`src/rtl/mult_div_pkg.sv`:
```
// Shared definitions for the multicycle multiply/divide unit.
//   - op encodings applied on the op input
//   - FSM state encoding
//   - default iteration count and iteration-counter width
package mult_div_pkg;

  localparam logic OP_MULT = 1'b0;
  localparam logic OP_DIV  = 1'b1;

  typedef enum logic [1:0] {
    IDLE = 2'd0,
    RUN  = 2'd1,
    FIN  = 2'd2
  } state_t;

  localparam int DEFAULT_ITER = 32;
  localparam int CNT_W        = 5;

endpackage

```
`src/rtl/div_step.sv`:
```
// One combinational step of unsigned restoring division.
// Ports:
//   rem          in   current partial remainder (always < divisor)
//   dividend_bit in   next dividend bit, shifted into the remainder LSB
//   divisor      in   divisor magnitude
//   rem_next     out  partial remainder after the trial subtraction
//   q_bit        out  quotient bit produced by this step
module div_step #(
  parameter int WIDTH = 32
) (
  input  logic [WIDTH-1:0] rem,
  input  logic             dividend_bit,
  input  logic [WIDTH-1:0] divisor,
  output logic [WIDTH-1:0] rem_next,
  output logic             q_bit
);

  // The shifted remainder can reach 2*divisor-1, which needs one extra bit
  // when the divisor magnitude is 2^(WIDTH-1).
  logic [WIDTH:0]   shifted;
  logic [WIDTH-1:0] diff;

  always_comb begin
    shifted  = {rem, dividend_bit};
    q_bit    = (shifted >= {1'b0, divisor});
    // Only used when q_bit is set, in which case the true difference is
    // below the divisor and fits in WIDTH bits.
    diff     = shifted[WIDTH-1:0] - divisor;
    rem_next = q_bit ? diff : shifted[WIDTH-1:0];
  end

endmodule

```
`src/rtl/mult_div_unit.sv`:
```
// Multicycle signed multiply/divide unit (MIPS Hi/Lo semantics).
// Ports:
//   clk      in   rising-edge clock
//   reset    in   synchronous active-low reset
//   start    in   request pulse, sampled only in IDLE
//   op       in   0 = mult, 1 = div (sampled with start)
//   a, b     in   signed operands (multiplicand/dividend, multiplier/divisor)
//   hi, lo   out  mult: product high/low; div: remainder/quotient
//   busy     out  operation in flight
//   done     out  one-cycle pulse, hi/lo valid in the same cycle
//   div_zero out  last div had b == 0; sticky until next accepted start
module mult_div_unit
  import mult_div_pkg::*;
#(
  parameter int WIDTH = 32,
  parameter int ITER  = DEFAULT_ITER
) (
  input  logic             clk,
  input  logic             reset,
  input  logic             start,
  input  logic             op,
  input  logic [WIDTH-1:0] a,
  input  logic [WIDTH-1:0] b,
  output logic [WIDTH-1:0] hi,
  output logic [WIDTH-1:0] lo,
  output logic             busy,
  output logic             done,
  output logic             div_zero
);

  state_t             state_reg, state_next;
  logic [CNT_W-1:0]   cnt_reg;
  logic               op_reg;
  logic               sign_a_reg, sign_b_reg;
  // Multiplicand magnitude for mult, divisor magnitude for div.
  logic [WIDTH-1:0]   opnd_reg;
  // Mult: {partial product, remaining multiplier bits}.
  // Div:  {partial remainder, dividend bits shifting out / quotient shifting in}.
  logic [2*WIDTH-1:0] acc_reg;
  logic [WIDTH-1:0]   hi_reg, lo_reg;
  logic               busy_reg, done_reg, div_zero_reg;

  // Magnitudes are unsigned, so 0x80000000 maps to 2^31 without overflow.
  logic [WIDTH-1:0]   mag_a, mag_b;
  logic [WIDTH:0]     mult_sum;
  logic [2*WIDTH-1:0] mult_acc_next;
  logic [2*WIDTH-1:0] div_acc_next;
  logic [WIDTH-1:0]   div_rem_next;
  logic               div_q_bit;
  logic [2*WIDTH-1:0] prod_signed;
  logic [WIDTH-1:0]   quot_signed, rem_signed;
  logic               is_div_zero;

  assign mag_a = a[WIDTH-1] ? -a : a;
  assign mag_b = b[WIDTH-1] ? -b : b;

  // Shift-add multiply: add multiplicand into the upper half when the
  // multiplier LSB is set, then shift the whole accumulator right.
  assign mult_sum      = {1'b0, acc_reg[2*WIDTH-1:WIDTH]}
                       + {1'b0, (acc_reg[0] ? opnd_reg : '0)};
  assign mult_acc_next = {mult_sum, acc_reg[WIDTH-1:1]};

  div_step #(.WIDTH(WIDTH)) u_div_step (
    .rem          (acc_reg[2*WIDTH-1:WIDTH]),
    .dividend_bit (acc_reg[WIDTH-1]),
    .divisor      (opnd_reg),
    .rem_next     (div_rem_next),
    .q_bit        (div_q_bit)
  );

  assign div_acc_next = {div_rem_next, acc_reg[WIDTH-2:0], div_q_bit};

  assign prod_signed = (sign_a_reg ^ sign_b_reg) ? -acc_reg : acc_reg;
  assign quot_signed = (sign_a_reg ^ sign_b_reg) ? -acc_reg[WIDTH-1:0]
                                                  : acc_reg[WIDTH-1:0];
  assign rem_signed  = sign_a_reg ? -acc_reg[2*WIDTH-1:WIDTH]
                                  : acc_reg[2*WIDTH-1:WIDTH];
  // A div reaching FIN with a zero divisor magnitude skipped RUN entirely.
  assign is_div_zero = (op_reg == OP_DIV) && (opnd_reg == '0);

  always_comb begin
    state_next = state_reg;
    case (state_reg)
      IDLE: begin
        if (start) begin
          state_next = ((op == OP_DIV) && (b == '0)) ? FIN : RUN;
        end
      end
      RUN: begin
        if (cnt_reg == CNT_W'(ITER - 1)) begin
          state_next = FIN;
        end
      end
      FIN:     state_next = IDLE;
      default: state_next = IDLE;
    endcase
  end

  always_ff @(posedge clk) begin
    if (!reset) begin
      state_reg    <= IDLE;
      cnt_reg      <= '0;
      op_reg       <= OP_MULT;
      sign_a_reg   <= 1'b0;
      sign_b_reg   <= 1'b0;
      opnd_reg     <= '0;
      acc_reg      <= '0;
      hi_reg       <= '0;
      lo_reg       <= '0;
      busy_reg     <= 1'b0;
      done_reg     <= 1'b0;
      div_zero_reg <= 1'b0;
    end else begin
      state_reg <= state_next;
      done_reg  <= 1'b0;
      case (state_reg)
        IDLE: begin
          if (start) begin
            op_reg       <= op;
            sign_a_reg   <= a[WIDTH-1];
            sign_b_reg   <= b[WIDTH-1];
            busy_reg     <= 1'b1;
            div_zero_reg <= 1'b0;
            cnt_reg      <= '0;
            if (op == OP_DIV) begin
              opnd_reg <= mag_b;
              acc_reg  <= {{WIDTH{1'b0}}, mag_a};
            end else begin
              opnd_reg <= mag_a;
              acc_reg  <= {{WIDTH{1'b0}}, mag_b};
            end
          end
        end
        RUN: begin
          cnt_reg <= cnt_reg + CNT_W'(1);
          acc_reg <= (op_reg == OP_DIV) ? div_acc_next : mult_acc_next;
        end
        FIN: begin
          busy_reg <= 1'b0;
          done_reg <= 1'b1;
          if (is_div_zero) begin
            div_zero_reg <= 1'b1;
          end else if (op_reg == OP_DIV) begin
            hi_reg <= rem_signed;
            lo_reg <= quot_signed;
          end else begin
            hi_reg <= prod_signed[2*WIDTH-1:WIDTH];
            lo_reg <= prod_signed[WIDTH-1:0];
          end
        end
        default: ;
      endcase
    end
  end

  assign hi       = hi_reg;
  assign lo       = lo_reg;
  assign busy     = busy_reg;
  assign done     = done_reg;
  assign div_zero = div_zero_reg;

endmodule

```
`config.mk`:
```
export PLATFORM = sky130hd
export DESIGN_NAME = mult_div_unit
export DESIGN_NICKNAME = d
export VERILOG_FILES = /design/src/rtl/mult_div_pkg.sv /design/src/rtl/div_step.sv /design/src/rtl/mult_div_unit.sv
export SDC_FILE = /design/constraint.sdc
export NUM_CORES = 1
export LEC_CHECK = 0
export ABC_AREA = 1
export CAP_MARGIN = 40
export CORE_ASPECT_RATIO = 2
export CORE_UTILIZATION = 45
export DETAILED_ROUTE_END_ITERATION = 10
export PLACE_DENSITY = 0.71
export SKIP_CTS_REPAIR_TIMING = 1
export SLEW_MARGIN = 5
export SYNTH_ARGS = -nofsm -noshare
export SYNTH_HDL_FRONTEND = slang
export SYNTH_SLANG_ARGS = --single-unit
```
`constraint.sdc`:
```
create_clock -name clk -period 6.6 [get_ports clk]
set_clock_uncertainty 0.05 [all_clocks]
set_input_delay 0.66 -clock clk [delete_from_list [all_inputs] [get_ports clk]]
set_output_delay 0.66 -clock clk [all_outputs]
set_load 0.02 [all_outputs]
```
# Yosys cells after proc, flatten, opt, wreduce, memory -nomap -nowiden
# Index checks and enable logic that the tools add are counted.
[word_totals] register_bits=173 inputBits=68 out_inout_bits=67 word_cells=68
[op_classes] n_addsub=8 n_lt_le_gt_ge=1 eq_ne=6 mux=26 bitwise=2 reduce_logical=13
[op_table] operator="$mux W32" count=10
[op_table] operator="$mux W64" count=3
[op_table] operator="$neg A32 Y32" count=4
[op_table] operator="$pmux W64 S2" count=1
[op_table] operator="$logic_not A32 Y1" count=2
[op_table] operator="$neg A64 Y64" count=1
[op_table] operator="$add A32 B32 Y33" count=1
[op_table] operator="$ge A33 B32 Y1" count=1
[op_table] operator="$sub A32 B32 Y32" count=1
[op_table] operator="$pmux W5 S2" count=1
[op_table] operator="$reduce_and A2 Y1" count=5
[op_table] operator="$mux W2" count=3
[op_table] operator="$ne A2 B2 Y1 const B" count=3
[op_table] operator="$add A5 B1 Y5 const B" count=1
[op_table] operator="$eq A5 B5 Y1 const B" count=1
[op_table] operator="$mux W5" count=1
[op_table] operator="$mux W1" count=4
[op_table] operator="$pmux W1 S2" count=2
[op_table] operator="$pmux W2 S2" count=1
[op_table] operator="$reduce_bool A2 Y1" count=2
[op_table] operator="$reduce_and A3 Y1" count=1
[op_table] operator="$eq A2 B1 Y1 const B" count=1
[op_table] operator="$eq A2 B2 Y1 const B" count=1
[op_table] operator="$logic_and A1 B1 Y1" count=2
[op_table] operator="other kinds (3)" count=3

# Depth between registers and ports, before layout
# Gate-level depths: netlist of the first run.
[logic_depth] depth_word=5 mapped_depth=21 ltp_nobuf=19

# Modules after synthesis
# A second synthesis of the first run with hierarchy kept.
[hier_totals] cells_unflattened=3338 area_unflattened_um2=18072.3
[by_module_without_submodules] module="mult_div_unit" n_inst=1 cells_each=2691 area_per_inst_um2=14911.8 seq_area_each_um2=3463.3
[by_module_without_submodules] module="div_step" n_inst=1 cells_each=647 area_per_inst_um2=3160.5 seq_area_each_um2=0.0

# Least setup slack after synthesis of the first run
# OpenSTA, ideal clock, no wires.
[synth_path] kind="register to register" from="reg acc_reg[0]" to="reg acc_reg[63]" setup_ns=0.070 arrival_time_ns=2.507 required_ns=6.480 slack_ns=3.973 stages_incl_launch_ff=19 path_buffers=2 synth_period_minus_slack_ns=2.627 path_cell_list="dfxtp_1 buf_2 buf_1 nand2_1 inv_1 ha_1 inv_1 fa_1 o21ai_0 inv_1 o21bai_1 nand3_1 nand3_1 nand2_1 nand2_1 nand2_1 inv_1 nand2_1 a21oi_1"
[synth_between] elab_chain_len=4
[synth_rtl] element="start, declared" line_no="mult_div_unit.sv:39" text="logic [2*WIDTH-1:0] acc_reg;"
[synth_rtl] element="start signal, assigned" line_no="mult_div_unit.sv:127" text="acc_reg <= {{WIDTH{1'b0}}, mag_a};"
[synth_rtl] element="start signal, assigned" line_no="mult_div_unit.sv:130" text="acc_reg <= {{WIDTH{1'b0}}, mag_b};"
[synth_rtl] element="start signal, assigned" line_no="mult_div_unit.sv:136" text="acc_reg <= (op_reg == OP_DIV) ? div_acc_next : mult_acc_next;"
[synth_rtl] element="$mux W32" line_no="mult_div_unit.sv:60" text="+ {1'b0, (acc_reg[0] ? opnd_reg : '0)};"
[synth_rtl] element="$add A32 B32 Y33" line_no="mult_div_unit.sv:60"
[synth_rtl] element="$mux W64" line_no="mult_div_unit.sv:136"
[synth_rtl] element="$pmux W64 S2" line_no="mult_div_unit.sv:116" text="case (state_reg)"
# Every way passes these cells.
# A chain may end at the register's enable or synchronous reset.

# Final worst setup path of the first run
[layout_path] from="reg acc_reg[0]" to="reg acc_reg[59]"
# The elaborated chain is that of the path after synthesis.

==> results.json, run 1 <==
{
  "root_buffer": "clkbuf_16",
  "synth_edf_count": 0,
  "yosysTopAreaCell": "dfxtp_1",
  "worstSetupEndpointType": "flip-flop",
  "drc_errors": 0,
  "cts_buffers": 17,
  "start_util": 0.4590,
  "hp-class": "flip-flop to flip-flop",
  "critPathMaxStageDelay_ns": 0.47,
  "synth_area_mm2": 0.01752,
  "setup_viol": 0,
  "viasPerCell": 5.735,
  "clk_path_buf_depth": 2,
  "crit_path_top_delay_cell": "dfxtp_1",
  "peakVddDrop_uv": 195.9,
  "htree_num_levels": 4,
  "fin_crit_ns": 3.558,
  "overflow": 0,
  "syn-instance-count": 3121,
  "grtUsageTotal": 0.4026,
  "powerDensity_mw_per_mm2": 213.7,
  "totalWireLength_mm": 80.10,
  "cts.sinks": 173,
  "synth_top_area_frac": 0.1977,
  "status": "finished, final reports clean",
  "cp_cell_sequence": "buf_4, nand2_1, inv_1, ha_1, inv_1, fa_1, o21ai_0, nand2_1, nand3_1, nand2_1, nand3_1, nand2_1, nor2_1, nor2_1, nand2_1, a21oi_1",
  "fmax_mhz": 281.1,
  "path_buf_inv": 3,
  "insertion_delay_ns": 0.48,
  "grt_pass1_vias": 20280,
  "grt_max_degree": 84,
  "synth_area_per_cell_um2": 5.613,
  "core_area_mm2": 0.03816,
  "areaGrowthSynthToFinish_pct": 13.50,
  "fin_ws_ns": 3.042,
  "yosysSeqAreaShare": 0.1977,
  "ys_async_sr_fraction": 0,
  "maxCapViolations": 0,
  "crit_family": "simple AND/OR/NAND/NOR gates",
  "crit_type": "flip-flop to flip-flop",
  "cpMostUsedCell": "nand2_1",
  "largest_reg_flops": 64,
  "syn-num-nets": 3261,
  "io_pins": 135,
  "slew_headroom": 0.3987,
  "grt_pass1_wl_mm": 118.7,
  "layout_common_cells": "nand2_1 (861), inv_1 (437), nor2_1 (316)",
  "antenna_found_initial": 3,
  "dieArea_mm2": 0.03977,
  "die-height_um": 281.0,
  "place_ws_ns": 3.014,
  "critPathArrivalTime_ns": 3.86,
  "required_ns": 6.90,
  "synthTopCellsByArea": "dfxtp_1 (20%), nand2_1 (18%), inv_1 (9.4%)",
  "ys.flop_type": "dfxtp_1",
  "fillCellCount": 4186,
  "drv_slew": 0,
  "period_share": 0.5390,
  "drt-initial-drc-count": 1999,
  "seqCellArea_mm2": 0.003465,
  "fin_nets": 3321,
  "layout-drive-gt1-share": 0.04197,
  "place_inst": 3677,
  "dp_hpwl_mm": 63.89,
  "vias": 21270,
  "finalSetupTns_ns": 0,
  "n_antenna_cell": 0,
  "worstSetupStartpointType": "flip-flop",
  "multiInputGateArea_mm2": 0.01184,
  "synth_cell_types": 56,
  "ys.warnings.count": 0,
  "tightest_slew_ns": 0.8951,
  "hold_viol": 0,
  "p_leak_nw": 9.676,
  "place.gp.congestion": 1.032,
  "portBuffers": 134,
  "final_common_cell": "nand2_1",
  "rsz0062_at_grt": "no",
  "clk_pin_slew_worst_paths_ns": 0.08,
  "ys_ff_latch": 173,
  "wl_per_cell_um": 21.60,
  "final_antenna_net_count": 0,
  "die_w_um": 141.5,
  "dr.pass1.iters": 6,
  "cts_tree": "built",
  "std_cell_rows": 101,
  "crit_path_max_fanout": 32,
  "instances_no_fill": 3708
}
==> cells in the mapped netlist, drive strengths merged, types with 3 or more instances <==
master	n
inv	453
nand4	50
nand3b	9
nand2	870
o21ai	251
clkbuf	87
ha	70
nor2	331
dfxtp	173
o21bai	12
o31ai	6
o221ai	7
o211ai	26
nand3	274
o2111ai	4
xnor2	7
or2	13
and3	3
buf	38
a21o	4
xor2	91
nor3b	3
o21a	3
nor4	9
nor3	41
a22oi	3
a31oi	17
a21oi	252
==> path summary, 6_finish.rpt <==
kind              depth (start not counted)  slack (ns)                  endpoint               startpoint
hold / removal                            2        0.43   cnt_reg[4]$_SDFFE_PN0P_  cnt_reg[4]$_SDFFE_PN0P_
setup / recovery                         16        3.04  acc_reg[59]$_SDFFE_PN0P_  acc_reg[0]$_SDFFE_PN0P_
setup reg to reg                         16        3.04  acc_reg[59]$_SDFFE_PN0P_  acc_reg[0]$_SDFFE_PN0P_
hold reg to reg                           2        0.43   cnt_reg[4]$_SDFFE_PN0P_  cnt_reg[4]$_SDFFE_PN0P_
==> through the flow <==
stage / area, µm² / power, mW / hold WS [ns] / util
3_5_place_dp: 19280 / 3.130 / 0.4200 / 0.5052
2_1_floorplan: 17520 / 2.505 / 0.3891 / -
6_report: 19880 / 4.250 / 0.4301 / 0.5210
4_1_cts: 19880 / 4.194 / 0.4320 / 0.5210
5_1_grt: 19880 / 4.478 / 0.4500 / 0.5210
3_3_place_gp: 19210 / 3.111 / 0.4039 / 0.5034
==> layer usage <==
metal	up-vias	global-route usage	routed length [µm]
li1	10220	-	-
met1	9697	0.3968	27050
met2	993	0.7122	39690
met3	350	0.06253	4648
met4	6	0.3819	8674
met5	-	0	39
==> cells by family (layout without fill, tap and decap cells) <==
| family | Yosys count | after routing | synth area share |
|---|---|---|---|
| adder cells (fa/ha/maj) | 72 | 72 | 0.05228 |
| XOR/XNOR | 98 | 98 | 0.04900 |
| flip-flops | 173 | 173 | 0.1977 |
| buffers and inverters | 579 | 651 | 0.1275 |
| AND/OR/NAND/NOR | 1603 | 1603 | 0.3882 |
| AO/OA/AOI/OAI | 596 | 596 | 0.1853 |
==> where the power goes <==
part | internal, mW | leakage, nW | switching (mW)
Combinational | 0.582 | 7.98 | 1.37
Sequential | 1.12 | 1.41 | 0.100
Clock | 0.542 | 0.288 | 0.537
==> area by class of cell <==
class                           count  area share
Clock buffer                       17     0.02140
Clock inverter                     14    0.008873
Inverter                          454     0.08571
Multi-Input combinational cell   2369      0.5957
Sequential cell                   173      0.1742
Tap cell                          515     0.03241
Timing Repair Buffer              166     0.08168
==> worst min-delay path, cell delays in order (launching register included) <==
cell and delay [ns]:
dfxtp_1 0.32, nand2_1 0.06, a21oi_1 0.06
Power figures use the tool's default switching activity.
==> run 2: changes to the inputs <==
--- a/config.mk
+++ b/config.mk
@@ -10,7 +10,7 @@
 export CORE_ASPECT_RATIO = 2
 export CORE_UTILIZATION = 45
 export DETAILED_ROUTE_END_ITERATION = 10
-export PLACE_DENSITY = 0.71
+export PLACE_DENSITY = 0.74
 export SKIP_CTS_REPAIR_TIMING = 1
 export SLEW_MARGIN = 5
 export SYNTH_ARGS = -nofsm -noshare
==> constraint.sdc (replaced) <==
create_clock -name clk -period 3.06 [get_ports clk]
set_clock_uncertainty 0.05 [all_clocks]
set_input_delay 0.306 -clock clk [delete_from_list [all_inputs] [get_ports clk]]
set_output_delay 0.306 -clock clk [all_outputs]
set_load 0.02 [all_outputs]
==> results.json, run 2 (synthesized netlist as in run 1, its figures left out) <==
{
  "slew_headroom": 0.3556,
  "layout_common_cells": "nand2_1 (861), inv_1 (437), nor2_1 (315)",
  "clk_pin_slew_worst_paths_ns": 0.09,
  "drc_errors": 0,
  "grt_max_degree": 86,
  "largest_reg_flops": 64,
  "dieArea_mm2": 0.03977,
  "dp_hpwl_mm": 67.31,
  "totalWireLength_mm": 83.60,
  "viasPerCell": 5.763,
  "peakVddDrop_uv": 363.0,
  "status": "finished, final reports clean",
  "place.gp.congestion": 1.128,
  "dr.pass1.iters": 6,
  "crit_path_top_delay_cell": "dfxtp_1",
  "layout-drive-gt1-share": 0.06546,
  "final_common_cell": "nand2_1",
  "placed_area_mm2": 0.01990,
  "htree_num_levels": 4,
  "final_antenna_net_count": 0,
  "core_area_mm2": 0.03816,
  "rsz0062_at_grt": "no",
  "critPathMaxStageDelay_ns": 0.47,
  "wl_per_cell_um": 22.09,
  "start_util": 0.4590,
  "io_pins": 135,
  "design_area_mm2": 0.02054,
  "std_cell_rows": 101,
  "fillCellCount": 4063,
  "grt_pass1_vias": 20850,
  "cp_cell_sequence": "inv_1, ha_1, nand2_1, nor2_2, inv_2, nor3_2, nand3_4, buf_12, nand3_1, nand3_1, nand3_1, a21oi_1",
  "hold_viol": 0,
  "fmax_mhz": 341.9,
  "worstSetupStartpointType": "flip-flop",
  "antenna_found_initial": 0,
  "die-height_um": 281.0,
  "finalSetupTns_ns": 0,
  "die_w_um": 141.5,
  "cts_tree": "built",
  "maxCapViolations": 0,
  "drv_slew": 0,
  "period_share": 0.9557,
  "grt_pass1_wl_mm": 123.0,
  "tightest_slew_ns": 0.9666,
  "hp-class": "input pin to flip-flop",
  "portBuffers": 134,
  "fin_crit_ns": 2.924,
  "required_ns": 3.37,
  "critPathArrivalTime_ns": 3.23,
  "overflow": 0,
  "crit_type": "flip-flop to flip-flop",
  "setup_viol": 0,
  "grtUsageTotal": 0.4185,
  "vias": 21810,
  "cts_buffers": 17,
  "insertion_delay_ns": 0.48,
  "p_leak_nw": 10.09,
  "drt-initial-drc-count": 1728,
  "crit_path_max_fanout": 30,
  "cpMostUsedCell": "nand3_1",
  "worstSetupEndpointType": "flip-flop",
  "powerDensity_mw_per_mm2": 462.9,
  "areaGrowthSynthToFinish_pct": 17.26,
  "n_antenna_cell": 0,
  "reg2reg_slack_ns": 0.14,
  "clk_path_buf_depth": 2,
  "fin_nets": 3396,
  "cts.sinks": 173,
  "root_buffer": "clkbuf_16"
}
run 2: changes by cell type in the layout (fill, tap and decap cells not counted), sizes merged:
cell	delta
inv	+2
buf	+75
bufinv	-1
clkinv	+2
clkinvlp	-2
run 2: final timing paths:
| check | from | end | depth (start not counted) |
|---|---|---|---|
| max | opnd_reg[24]$_SDFFE_PN0P_ | acc_reg[47]$_SDFFE_PN0P_ | 12 |
| min | reset | lo[19]$_SDFFE_PN0P_ | 4 |
| max reg2reg | opnd_reg[24]$_SDFFE_PN0P_ | acc_reg[47]$_SDFFE_PN0P_ | 12 |
| min reg2reg | cnt_reg[3]$_SDFFE_PN0P_ | cnt_reg[3]$_SDFFE_PN0P_ | 2 |
run 2: critical path, delay by kind of cell, from the launching register on:
kind | cells | cell delay, ns
adders and majority gates | 1 | 0.43
and+or+nand+nor | 7 | 1.27
AOI/OAI and AO/OA | 1 | 0.08
buffers and inverters | 3 | 0.49
DFF | 1 | 0.47
run 2: per-stage QoR:
step / cells / utilization / hold WS (ns) / power (mW) / setup slack (ns)
after floorplan: 3121 / - / 0.3891 / 5.403 / 0.4328
after global placement: 3749 / 0.5201 / 0.4024 / 6.990 / -0.02045
after detailed placement: 3752 / 0.5215 / 0.4080 / 7.047 / -0.03259
after CTS: 3784 / 0.5379 / 0.2866 / 9.365 / -0.0001981
after global routing: 3784 / 0.5383 / 0.3095 / 9.963 / 0.001315
final: 3784 / 0.5383 / 0.2883 / 9.508 / 0.1355
run 2: routing by layer:
metal  global-route usage  vias up  part of all wire  routed length (µm)
li1                     -    10360                 -                   -
met1               0.4106    10040              0.34               28570
met2               0.7352     1009              0.48               40410
met3              0.06202      404             0.057                4779
met4               0.4180        0              0.12                9844
met5                    0        -                 0                   0
run 2: area by class of cell:
| class | instances | area [µm²] | area share |
|---|---|---|---|
| multi-input combinational | 2369 | 11850 | 0.5770 |
| sequential | 173 | 3466 | 0.1687 |
| timing repair buffer | 241 | 2248 | 0.1095 |
| inverter | 454 | 1704 | 0.08296 |
| tap | 515 | 644.4 | 0.03137 |
| clock buffer | 17 | 425.4 | 0.02071 |
| clock inverter | 15 | 201.4 | 0.009806 |
run 2: where the power goes:
group          total, mW  internal [mW]  switching [mW]  leakage (nW)
combinational       4.53           1.44            3.09          8.38
sequential          2.62           2.41           0.206          1.41
clock               2.36           1.13            1.23         0.303
